File: src/rtl/sig_mod_pkg.sv
// Shared constants, types and helpers for the SIGNAL-field BPSK mapper (sig_mod).
// Holds FFT/symbol sizes, BPSK amplitude, pilot/null bin positions and FSM encoding.
package sig_mod_pkg;

    localparam int unsigned N_CBPS   = 48;
    localparam int unsigned N_FFT    = 64;
    localparam int unsigned SAMPLE_W = 12;

    localparam logic signed [SAMPLE_W-1:0] BPSK_AMP = 12'sd512;

    // Pilot bins in IFFT natural order; polarity p0 = +1.
    localparam logic [5:0] PILOT_BIN_POS0 = 6'd7;
    localparam logic [5:0] PILOT_BIN_POS1 = 6'd43;
    localparam logic [5:0] PILOT_BIN_POS2 = 6'd57;
    localparam logic [5:0] PILOT_BIN_NEG  = 6'd21;

    localparam logic signed [SAMPLE_W-1:0] PILOT_VAL_POS = BPSK_AMP;
    localparam logic signed [SAMPLE_W-1:0] PILOT_VAL_NEG = -BPSK_AMP;

    localparam logic [5:0] DC_BIN   = 6'd0;
    localparam logic [5:0] NULL_LO  = 6'd27;
    localparam logic [5:0] NULL_HI  = 6'd37;

    typedef enum logic [1:0] {
        StIdle = 2'd0,
        StLoad = 2'd1,
        StEmit = 2'd2
    } sig_state_e;

    function automatic logic signed [SAMPLE_W-1:0] bpsk(input logic b);
        return b ? BPSK_AMP : -BPSK_AMP;
    endfunction

    function automatic logic is_pilot(input logic [5:0] n);
        return (n == PILOT_BIN_POS0) || (n == PILOT_BIN_POS1) ||
               (n == PILOT_BIN_POS2) || (n == PILOT_BIN_NEG);
    endfunction

    function automatic logic is_null(input logic [5:0] n);
        return (n == DC_BIN) || ((n >= NULL_LO) && (n <= NULL_HI));
    endfunction

endpackage

File: src/rtl/sig_intlv.sv
// Block interleaver address for the 48-bit SIGNAL field: bit k lands at 3*(k mod 16) + k/16.
module sig_intlv (
    input  logic [5:0] k_i,
    output logic [5:0] addr_o
);

    always_comb begin
        addr_o = 6'(k_i[3:0]) * 6'd3 + 6'(k_i[5:4]);
    end

endmodule

File: src/rtl/sig_mod.sv
// SIGNAL-field deinterleave-free BPSK mapper: loads 48 coded bits, emits one 64-bin IFFT symbol.
// Optional pilots enabled by defining SIG_MOD_PILOT_EN; otherwise pilot bins output 0.
module sig_mod
    import sig_mod_pkg::*;
(
    input  logic                       clk,
    input  logic                       rst,
    input  logic                       di,
    input  logic                       di_vld,
    output logic                       di_rdy,
    output logic signed [SAMPLE_W-1:0] do_re,
    output logic signed [SAMPLE_W-1:0] do_im,
    output logic                       do_vld,
    output logic                       do_sym_start
);

    sig_state_e  state_q;
    logic [5:0]  cnt_q;
    logic [47:0] bits_q;
    logic [6:0]  emit_q;
    logic [5:0]  wr_addr;
    logic        accept;

    assign accept = di_vld & di_rdy;
    assign do_im  = '0;

    sig_intlv u_intlv (
        .k_i    (cnt_q),
        .addr_o (wr_addr)
    );

    // Returns {valid, data index} for a bin; data subcarriers -26..26 minus pilots and DC.
    function automatic logic [6:0] bin_to_data(input logic [5:0] n);
        logic [6:0] r;
        r = '0;
        case (n) inside
            [6'd1:6'd6]:   r = {1'b1, n + 6'd23};
            [6'd8:6'd20]:  r = {1'b1, n + 6'd22};
            [6'd22:6'd26]: r = {1'b1, n + 6'd21};
            [6'd38:6'd42]: r = {1'b1, n - 6'd38};
            [6'd44:6'd56]: r = {1'b1, n - 6'd39};
            [6'd58:6'd63]: r = {1'b1, n - 6'd40};
            default:       r = '0;
        endcase
        return r;
    endfunction

    function automatic logic signed [SAMPLE_W-1:0] bin_value(input logic [5:0]  n,
                                                             input logic [47:0] bits);
        logic [6:0]                  m;
        logic signed [SAMPLE_W-1:0]  v;
        m = bin_to_data(n);
        v = '0;
        if (is_null(n)) begin
            v = '0;
        end else if (m[6]) begin
            v = bpsk(bits[m[5:0]]);
        end else if (is_pilot(n)) begin
`ifdef SIG_MOD_PILOT_EN
            v = (n == PILOT_BIN_NEG) ? PILOT_VAL_NEG : PILOT_VAL_POS;
`else
            v = '0;
`endif
        end
        return v;
    endfunction

    always_ff @(posedge clk) begin
        if (rst) begin
            state_q      <= StIdle;
            cnt_q        <= '0;
            bits_q       <= '0;
            emit_q       <= '0;
            di_rdy       <= 1'b1;
            do_vld       <= 1'b0;
            do_sym_start <= 1'b0;
            do_re        <= '0;
        end else begin
            unique case (state_q)
                StIdle, StLoad: begin
                    if (accept) begin
                        bits_q[wr_addr] <= di;
                        if (cnt_q == 6'(N_CBPS - 1)) begin
                            state_q <= StEmit;
                            cnt_q   <= '0;
                            di_rdy  <= 1'b0;
                        end else begin
                            state_q <= StLoad;
                            cnt_q   <= cnt_q + 6'd1;
                        end
                    end
                end
                StEmit: begin
                    // First EMIT cycle only launches bin 0; emit_q == N_FFT marks bin 63 done.
                    if (emit_q == 7'(N_FFT)) begin
                        state_q      <= StIdle;
                        emit_q       <= '0;
                        di_rdy       <= 1'b1;
                        do_vld       <= 1'b0;
                        do_sym_start <= 1'b0;
                        do_re        <= '0;
                    end else begin
                        do_vld       <= 1'b1;
                        do_sym_start <= (emit_q == 7'd0);
                        do_re        <= bin_value(emit_q[5:0], bits_q);
                        emit_q       <= emit_q + 7'd1;
                    end
                end
                default: state_q <= StIdle;
            endcase
        end
    end

endmodule

File: config.mk
export PLATFORM = sky130hd
export DESIGN_NAME = sig_mod
export DESIGN_NICKNAME = d
export VERILOG_FILES = /design/src/rtl/sig_mod_pkg.sv /design/src/rtl/sig_intlv.sv /design/src/rtl/sig_mod.sv
export SDC_FILE = /design/constraint.sdc
export NUM_CORES = 1
export LEC_CHECK = 0
export CORE_MARGIN = 4
export CORE_UTILIZATION = 55
export CTS_BUF_LIST = sky130_fd_sc_hd__clkbuf_16
export DETAILED_ROUTE_END_ITERATION = 8
export PLACE_DENSITY = 0.75
export SLEW_MARGIN = 25
export SYNTH_ARGS = -nofsm -noshare
export SYNTH_HDL_FRONTEND = slang
export SYNTH_SLANG_ARGS = --single-unit
File: constraint.sdc
create_clock -name clk -period 5.1 [get_ports clk]
set_clock_uncertainty 0.15 [all_clocks]
set_input_delay 1.02 -clock clk [delete_from_list [all_inputs] [get_ports clk]]
set_output_delay 1.02 -clock clk [all_outputs]
set_load 0.02 [all_outputs]
# Word level (Yosys, flattened, before mapping)
# Cells that the tools add are included.
[classes] addsub=9 mul=1 n_div=0 order_cmp=17 eq_ne=7 n_shift=0 mux=30 n_bitwise=1 n_reduce_logical=17
[ops] operator="2-to-1 mux 7 bit" count=10
[ops] operator="bitwise mux 48 bit" count=1
[ops] operator="2-to-1 mux 12 bit" count=4
[ops] operator="less-or-equal comparator 6 bit, second input constant" count=4
[ops] operator="adder 6 x 5 -> 6 bit, second input constant" count=3
[ops] operator=">= comparator 6 bit, second input constant" count=3
[ops] operator="subtractor 6 bit, second input constant" count=3
[ops] operator="less-than comparator 6 x 7 -> 1 bit, second input constant" count=2
[ops] operator=">= comparator 6 x 1 -> 1 bit, second input constant" count=2
[ops] operator=">= comparator 6 x 5 -> 1 bit, second input constant" count=2
[ops] operator="less-or-equal comparator 6 x 5 -> 1 bit, second input constant" count=2
[ops] operator="logical AND 1 bit" count=8
[ops] operator="adder 7 x 1 -> 7 bit, second input constant" count=1
[ops] operator="equality test 7 bit, second input constant" count=1
[ops] operator="zero test 7 bit" count=1
[ops] operator="2-to-1 mux 1 bit" count=7
[ops] operator="adder 6 x 1 -> 6 bit, second input constant" count=1
[ops] operator="adder 6 x 2 -> 6 bit" count=1
[ops] operator="binary-select mux 1 bit (select 6 bit)" count=1
[ops] operator="demux 1 bit (select 6 bit)" count=1
[ops] operator="equality test 6 bit, second input constant" count=1
[ops] operator=">= comparator 6 x 4 -> 1 bit, second input constant" count=1
[ops] operator="less-or-equal comparator 6 x 3 -> 1 bit, second input constant" count=1
[ops] operator="zero test 6 bit" count=1
[ops] operator="other kinds (15)" count=20
[totals] ff_bits=78 latchBits=0 mem_bits_rw=0 rom_bits=0 inputBits=4 elab_cells=90 n_memories=0

# Logic depth before layout (Yosys ltp)
# Gate-level depths: netlist of the first run.
[logic_depth] ltp_word=17 mapped_depth=15 ltp_nobuf=12

# Modules after synthesis
# From an unflattened synthesis of the first run, not the netlist that was laid out.
[unflattened] hier_cells=729 hier_area_um2=5383.9
[by_module_without_submodules] module="sig_mod" n_inst=1 cells_each=703 area_each_um2=5167.5 seq_area_each_um2=1361.3
[by_module_without_submodules] module="sig_intlv" n_inst=1 cells_each=26 area_each_um2=216.5 seq_area_each_um2=0.0

# Least setup slack after synthesis of the first run
# OpenSTA, ideal clock, no wires.
[synth_timing] path_type="register to register" startpoint="register emit_q[0]" endpoint="register do_re[10]" arrival_ns=3.349 required_ns=4.825 path_slack_ns=1.476 path_stages_with_launch=16 n_path_buf=3 period_less_slack_ns=3.624 path_cell_list="dfxtp_1 -> buf_2 -> clkbuf_1 -> clkinv_1 -> ha_1 -> nand3b_4 -> a311oi_4 -> nand4b_1 -> a31oi_1 -> a31oi_2 -> buf_4 -> a2111oi_1 -> o21ai_1 -> a2111o_1 -> o211a_1 -> o41a_1"
[synth_between] elab_chain_len=17 elab_cells_between_ends=45 classes_between="add/sub: 6; order compare: 14; eq/ne: 1; mux: 15; reduce/logical: 9"
[synth_rtl] element="start, declared" line_no="sig_mod.sv:20" source="logic [6:0] emit_q;"
[synth_rtl] element="start signal, assigned" line_no="sig_mod.sv:106" source="emit_q <= emit_q + 7'd1;"
[synth_rtl] element=">= comparator 6 bit (not written as such) / less-or-equal comparator 6 bit (equally long branches)" line_no="sig_mod.sv:52" source="m = bin_to_data(n);"
[synth_rtl] element="logical AND 1 bit (not written as such)" line_no="sig_mod.sv:52"
[synth_rtl] element="2-to-1 mux 7 bit (6 in a row)" line_no="sig_mod.sv:36" source="case (n) inside"
[synth_rtl] element="2-to-1 mux 7 bit" line_no="sig_mod.sv:95" source="if (emit_q == 7'(N_FFT)) begin"
[synth_rtl] element="2-to-1 mux 7 bit" line_no="sig_mod.sv:79" source="unique case (state_q)"
[synth_rtl] element="2-to-1 mux 7 bit" line_no="sig_mod.sv:69" source="if (rst) begin"
[synth_rtl] element="binary-select mux 1 bit (select 6 bit)" line_no="sig_mod.sv:57" source="v = bpsk(bits[m[5:0]]);"
[synth_rtl] element="2-to-1 mux 1 bit (not written as such)" line_no="sig_mod.sv:57"
[synth_rtl] element="2-to-1 mux 12 bit" line_no="sig_mod_pkg.sv:31" source="return b ? BPSK_AMP : -BPSK_AMP;"
[synth_rtl] element="2-to-1 mux 12 bit" line_no="sig_mod.sv:56" source="end else if (m[6]) begin"
[synth_rtl] element="2-to-1 mux 12 bit" line_no="sig_mod.sv:54" source="if (is_null(n)) begin"
[synth_rtl] element="2-to-1 mux 12 bit *" line_no="sig_mod.sv:95"
[synth_rtl] element="end signal, assigned" line_no="sig_mod.sv:105" source="do_re <= bin_value(emit_q[5:0], bits_q);"
[synth_rtl] element="end, declared" line_no="sig_mod.sv:11" source="output logic signed [SAMPLE_W-1:0] do_re,"
# Mark *: on every way between the ends. The rest lies on a longest branch, timed or not. The select of a mux whose other input is x is not followed.
# A chain may end at the register's enable or synchronous reset.

# Final worst setup path of the first run
[layout_timing] startpoint="register emit_q[4]" endpoint="register do_re[10]"
# Same word-level chain as after synthesis.

==> results of run 1 <==
[power groups by stage]
| stage | Combinational (W) | Sequential (W) | Clock, W |
|---|---|---|---|
| 3_3_place_gp | 0.0000716 | 0.000550 | 0 |
| 6_report | 0.0000778 | 0.000539 | 0.000688 |
| 2_1_floorplan | 0.0000698 | 0.000549 | 0 |
| 3_5_place_dp | 0.0000762 | 0.000551 | 0 |
| 4_1_cts | 0.0000764 | 0.000539 | 0.000691 |
| 5_1_grt | 0.0000854 | 0.000539 | 0.000713 |
[per-stage QoR]
step / total power (W) / util [%] / cells
after detailed placement: 0.000627 / 57.3 / 767
after floorplan: 0.000619 / - / 713
after global routing: 0.00134 / 61.0 / 783
after global placement: 0.000622 / 57.1 / 767
final: 0.00130 / 61.0 / 783
after CTS: 0.00131 / 60.9 / 783
[worst max-delay path, delay by kind of cell (launching register included)]
family	cells	cell delay, ns
AOI/OAI and AO/OA	7	1.99
DFF	1	0.87
and+or+nand+nor	2	0.42
buffers and inverters	1	0.34
adders and majority gates	1	0.29
muxes	1	0.15
[synthesized netlist by cell type (2+ instances only)]
cell type	instances	area share, %
and3b_1	2	0.35
a21oi_1	77	7.6
buf_1	3	0.22
or3_1	4	0.49
o21ai_2	3	0.52
nand2_1	139	10
nor3_1	18	1.8
a2111oi_0	2	0.35
a311oi_4	3	1.6
inv_1	12	0.89
o22ai_1	2	0.25
a22o_1	2	0.35
a22oi_1	3	0.44
o21a_1	4	0.59
nor2b_1	2	0.25
or3b_2	3	0.52
nand3b_1	4	0.59
o31ai_1	2	0.30
fa_1	2	0.79
nand4_1	5	0.62
buf_4	24	3.6
and2_1	4	0.49
buf_6	2	0.44
clkbuf_1	33	2.4
and4b_1	3	0.59
o311ai_0	2	0.35
and3_1	5	0.62
o21ai_0	15	1.5
buf_2	10	0.99
a21o_1	6	0.89
mux2i_1	26	5.1
nand2b_1	8	0.99
a31oi_1	7	0.86
or2_2	4	0.49
nand3_1	55	5.4
mux2_2	2	0.44
a211o_1	2	0.35
ha_1	22	5.4
o211ai_1	8	1.2
dfxtp_1	68	27
xnor2_1	7	1.2
nor2_1	46	3.4
o21ai_1	5	0.49
xor2_1	4	0.69
[worst max path at each step]
stage	to	slack [ns]	cells past startpoint
floorplan	do_re[10]	1.48	15
global placement	do_re[10]	0.92	12
detailed placement	do_re[10]	0.84	12
CTS	do_re[10]	0.83	12
global route	do_re[10]	0.42	12
finish	do_re[10]	0.76	12
[flip-flops by register name, summed over array words and instances, names as in the netlist]
signal and flops:
bits_q 48, emit_q 7, do_re 2, cnt_q 6, state_q 2, do_vld 1, di_rdy 1, do_sym_start 1
[placed cells by master (no fill, tap or decap), types with 3 or more instances in the layout]
master,n
o21ai_1,5
or3_1,4
nand3_1,55
conb_1,21
nor2_2,3
inv_1,12
buf_4,9
nand4_1,5
o21a_1,4
o211ai_1,8
dfxtp_1,68
and4b_1,3
xor2_1,4
clkbuf_16,9
or2_2,4
o21ai_2,3
nand2_1,139
a22oi_1,3
o21ai_0,15
or3b_2,3
clkdlybuf4s50_1,8
a311oi_4,3
xnor2_1,7
and3_1,5
and2_1,4
nor3_1,18
ha_1,22
nand2b_1,8
nand3b_1,4
mux2i_1,26
nor2_1,43
a21o_1,6
a31oi_1,7
a21oi_1,76
[final cells by class]
cell class,instances,area [µm²]
clock buffer,9,225
clock inverter,7,98.8
fill,773,3450
inverter,13,48.8
multi-input combinational,560,3380
sequential,68,1360
tap,108,135
timing repair buffer,18,153
[cell families after synthesis]
logic type      Yosys count
mux                      28
flops                    68
simple gates            308
buf+inv                  85
fa+ha+maj                24
compound gates          168
xor+xnor                 11
other cells               1
[layer usage]
metal	share of wire, %	GRT usage [%]	wire [µm]
met5	0	0	0
met3	6.5	3.41	877
met2	48	41.4	6460
met1	42	32.8	5710
met4	3.1	9.12	411
==> reports/results.tsv, run 1 <==
metric	value	unit
outcome	finished, final reports clean	
# rows	34	
min-delay worst type	flip-flop to flip-flop	
DP HPWL	9570	µm
vias per inst	6.25	
post-synthesis async set-or-reset flop share	0	%
worst hold endpoint	bits_q[16]	
Critical Path RT	5.17	ns
Die H	104	µm
antenna violations before repair	0	
hold path cells	2	
syn_area_per_cell	7.32	µm²
Slowest cell on crit path	dfxtp_1	
drt drc	0	
Setup CP Type	flip-flop to flip-flop	
reg-to-reg startpoint	emit_q[4]	
Overflow after GRT	0	
CTS clock-pin slew for the worst setup and hold paths	0.06	ns
Worst Hold Slack	0.310	ns
post-route antenna net violation count	0	
dpl ws	0.844	ns
largest net degree at the start of global routing	56	
crit path launch	emit_q[4]	
hold path start	bits_q[16]	
final setup violation count	0	
Comb power frac	6.0	%
CTS Sinks	68	
drt pass-1 iters	6	
vias in the first global route	4504	
Leak	1.89	nW
Initial Utilization	57.3	%
die width	104	µm
CP Launch Type	flip-flop	
fin area	5400	µm²
Synth cell types	77	
hold_buf cts	0	
mux contribution to synthesized area	5.57	%
routed vias	4895	
number of buffers created by CTS	9	
Min Clock Period, post-route	4.34	ns
Int Power	0.000986	W
Synth warnings	0	
adder-cell share of the synthesized area	6.21	%
DIE AREA	10800	µm²
Post-synth top flop	dfxtp_1	
simple-gate portion of the synthesized area	28.2	%
PortBufs	9	
crit-path max FO	22	
MaxCap Viol Count	0	
flop-to-flop setup slack	0.76	ns
XOR/XNOR Fraction of Synth Area	1.90	%
reg2reg end	do_re[10]	
register bit count reported by yosys	68	
Starting DRT DRC Count	403	
FF-to-FF path depth	12	
critical path arrival	4.41	ns
global-route usage over all layers	24.9	%
Peak supply drop	169	µV
Core Region	8850	µm²
RSZ-0062 raised after global routing	false	
Slew @ Worst Pin	1.01	ns
Fin. Hold Viols	0	
layout cells sized above 1	8.30	%
CTS tree	yes	
Placed Area	5070	µm²
cell area power density	242	nW/µm²
post-synthesis cell count	693	
largest family of logic cells by synthesized area	simple AND/OR/NAND/NOR gates	
htree depth	3	
Final Worst Setup Slack	0.756	ns
synthesis-to-finish area growth	6.41	%
fin. max-slew vios	0	
switching power total	0.000318	W
Worst setup EP type	flip-flop	
first-pass GRT wire length	22700	µm
final period utilization	85.2	%
IO Count	31	
sequential fraction of design power	41.3	%
Nets	698	
Post-CTS Setup Bufs	0	
routability cong.	0.975	
number of diodes	0	
Sw Share	24.4	%
post-synthesis compound-gate area fraction	22.6	%
WL/cell	17.2	µm
clk_lat worst skew	0.34	ns
Slew HR	32.1	%
post-cts sizing count	0	
buffer depth of the longest clock path	2	
crit-path cells	inv_1 -> ha_1 -> and3b_1 -> o21a_1 -> a22oi_2 -> nand3_1 -> o21a_4 -> mux2i_1 -> a221o_1 -> a2111o_1 -> o211a_1 -> o41a_1	
Syn Std Cell Area	5070	µm²
Largest stage delay, worst path	0.87	ns
clock root cell	clkbuf_16	
overall routed net length	13500	µm
post-route setup TNS	0	ns
clock power share	52.7	%
post-synthesis sequential area ratio	26.8	%
number of enable flip-flop cells after synthesis	0	
maximum clock frequency	230	MHz
Note: power is estimated with default switching activity, not from simulation.
==> run 2: changes to the inputs <==
- CORE_UTILIZATION: 55 -> 35
- CTS_CLUSTER_SIZE: not set -> 20
- PLACE_DENSITY: 0.75 -> not set
==> reports/results.tsv, run 2 (synthesized netlist as in run 1, its figures left out) <==
metric	value	unit	change
Post-CTS Setup Bufs	0		unchanged
CTS clock-pin slew for the worst setup and hold paths	0.06	ns	about the same
post-route setup TNS	0	ns	unchanged
crit-path max FO	23		+4.5%
register area	1360	µm²	unchanged
most frequent cells in the layout	nand2_1, a21oi_1, dfxtp_1		
layout cells sized above 1	8.01	%	-0.28 points
non-filler cells, final	854		+9.1%
post-route antenna net violation count	0		unchanged
htree depth	3		unchanged
final period utilization	82.0	%	-3.2 points
antenna violations before repair	0		unchanged
buffer depth of the longest clock path	2		unchanged
post-cts sizing count	0		unchanged
MaxCap Viol Count	0		unchanged
Fin. Hold Viols	0		unchanged
number of diodes	0		unchanged
Peak supply drop	226	µV	+34%
Slowest cell on crit path	dfxtp_1		
Min Clock Period, post-route	4.18	ns	-0.163 ns
Placed Cells	838		+9.3%
Slew @ Worst Pin	1.01	ns	-0.00352 ns
crit-path cells	ha_1 -> nand3b_1 -> a311oi_4 -> nand2_1 -> a31oi_2 -> o211ai_1 -> o211ai_1 -> and4b_1 -> a2111oi_0 -> o41a_1		
# rows	43		+26%
fin. max-slew vios	0		unchanged
CTS tree	yes		
global-route usage over all layers	16.8	%	-8.0 points
Initial Utilization	36.1	%	-21 points
Die H	128	µm	+23%
routed vias	4770		-2.6%
vias per inst	5.59		-11%
routability cong.	0.930		-4.5%
Worst setup EP type	flip-flop		
Nets	697		-0.14%
drt pass-1 iters	5		-1
IO Count	31		unchanged
Slew HR	32.3	%	+0.12 points
RSZ-0062 raised after global routing	false		
Setup CP Type	flip-flop to flip-flop		
Critical Path RT	5.18	ns	about the same
# fillers	1435		+86%
maximum clock frequency	239	MHz	+3.9%
die width	128	µm	+23%
overall routed net length	13500	µm	+0.43%
critical path arrival	4.26	ns	-0.15 ns
clk_lat worst skew	0.34	ns	about the same
final setup violation count	0		unchanged
clock root cell	clkbuf_16		
CTS Sinks	68		unchanged
cell area power density	232	nW/µm²	-4.0%
largest reg by FF count	bits_q		
Largest regs	bits_q (48), emit_q (7), cnt_q (6)		
most frequent CP cell	o211ai_1		
Overflow after GRT	0		unchanged
Largest stage delay, worst path	0.82	ns	-0.05 ns
Starting DRT DRC Count	455		+13%
outcome	finished, final reports clean		
number of buffers created by CTS	9		unchanged
DIE AREA	16500	µm²	+52%
synthesis-to-finish area growth	7.82	%	
area of the multi-input gates	3380	µm²	+0.11%
max reg flops	48		unchanged
DP HPWL	9620	µm	+0.44%
min-delay worst type	flip-flop to flip-flop		
Leak	1.89	nW	about the same
first-pass GRT wire length	22300	µm	-1.7%
CP Launch Type	flip-flop		
vias in the first global route	4330		-3.9%
hold_buf cts	0		unchanged
PortBufs	9		unchanged
largest net degree at the start of global routing	49		-13%
WL/cell	15.8	µm	-7.9%
drt drc	0		unchanged
most common cell after layout, fill and taps aside	nand2_1		
Core Region	14000	µm²	+59%
run 2: cell types whose count changed in the layout (fill, tap and decap cells not counted), moves of 2 or more:
cell      before  now
nor3_1        18   16
inv_6          2    0
nor3_2         0    2
clkinv_1       1    3
inv_1         12   14
run 2: cell type report:
type	instances	area share, %
tap	180	4.12
sequential	68	24.9
timing repair buffer	17	2.65
clock buffer	9	4.12
multi-input combinational	560	61.8
clock inverter	7	1.53
inverter	13	0.892
run 2: metal layers:
metal  vias to the layer above  GRT usage (%)  wire [µm]
li1                       2348              -          -
met1                      2273           22.2       6170
met2                       125           27.2       6430
met3                        24           3.61        614
met4                         0           6.05        298
met5                         -              0          0
run 2: path summary, 6_finish.rpt:
path | end | depth (start not counted) | start | slack (ns)
max | do_re[10] | 10 | emit_q[2] | 0.92
min | bits_q[23] | 2 | bits_q[23] | 0.30
max reg2reg | do_re[10] | 10 | emit_q[2] | 0.92
min reg2reg | bits_q[23] | 2 | bits_q[23] | 0.30
run 2: critical path, delay by kind of cell, from the launching register on:
family                   cells  cell delay, ns
AO/OA/AOI/OAI                6            2.28
flip-flops                   1            0.82
adder cells (fa/ha/maj)      1            0.27
AND/OR/NAND/NOR              3            0.54
run 2: where the power goes:
part / switching (W) / internal, W
Sequential: 0.00000414 / 0.000535
Combinational: 0.0000589 / 0.0000189
Clock: 0.000230 / 0.000421
run 2: per-stage QoR:
step	power, W	hold slack (ns)	setup WS (ns)	cell area (µm²)	util [%]
floorplan	0.000619	0.282	1.48	5150	-
global placement	0.000626	0.291	1.09	5150	36.7
detailed placement	0.000628	0.296	1.00	5150	36.7
CTS	0.00128	0.303	0.988	5460	38.9
global route	0.00132	0.319	0.589	5470	39.0
finish	0.00127	0.304	0.919	5470	39.0
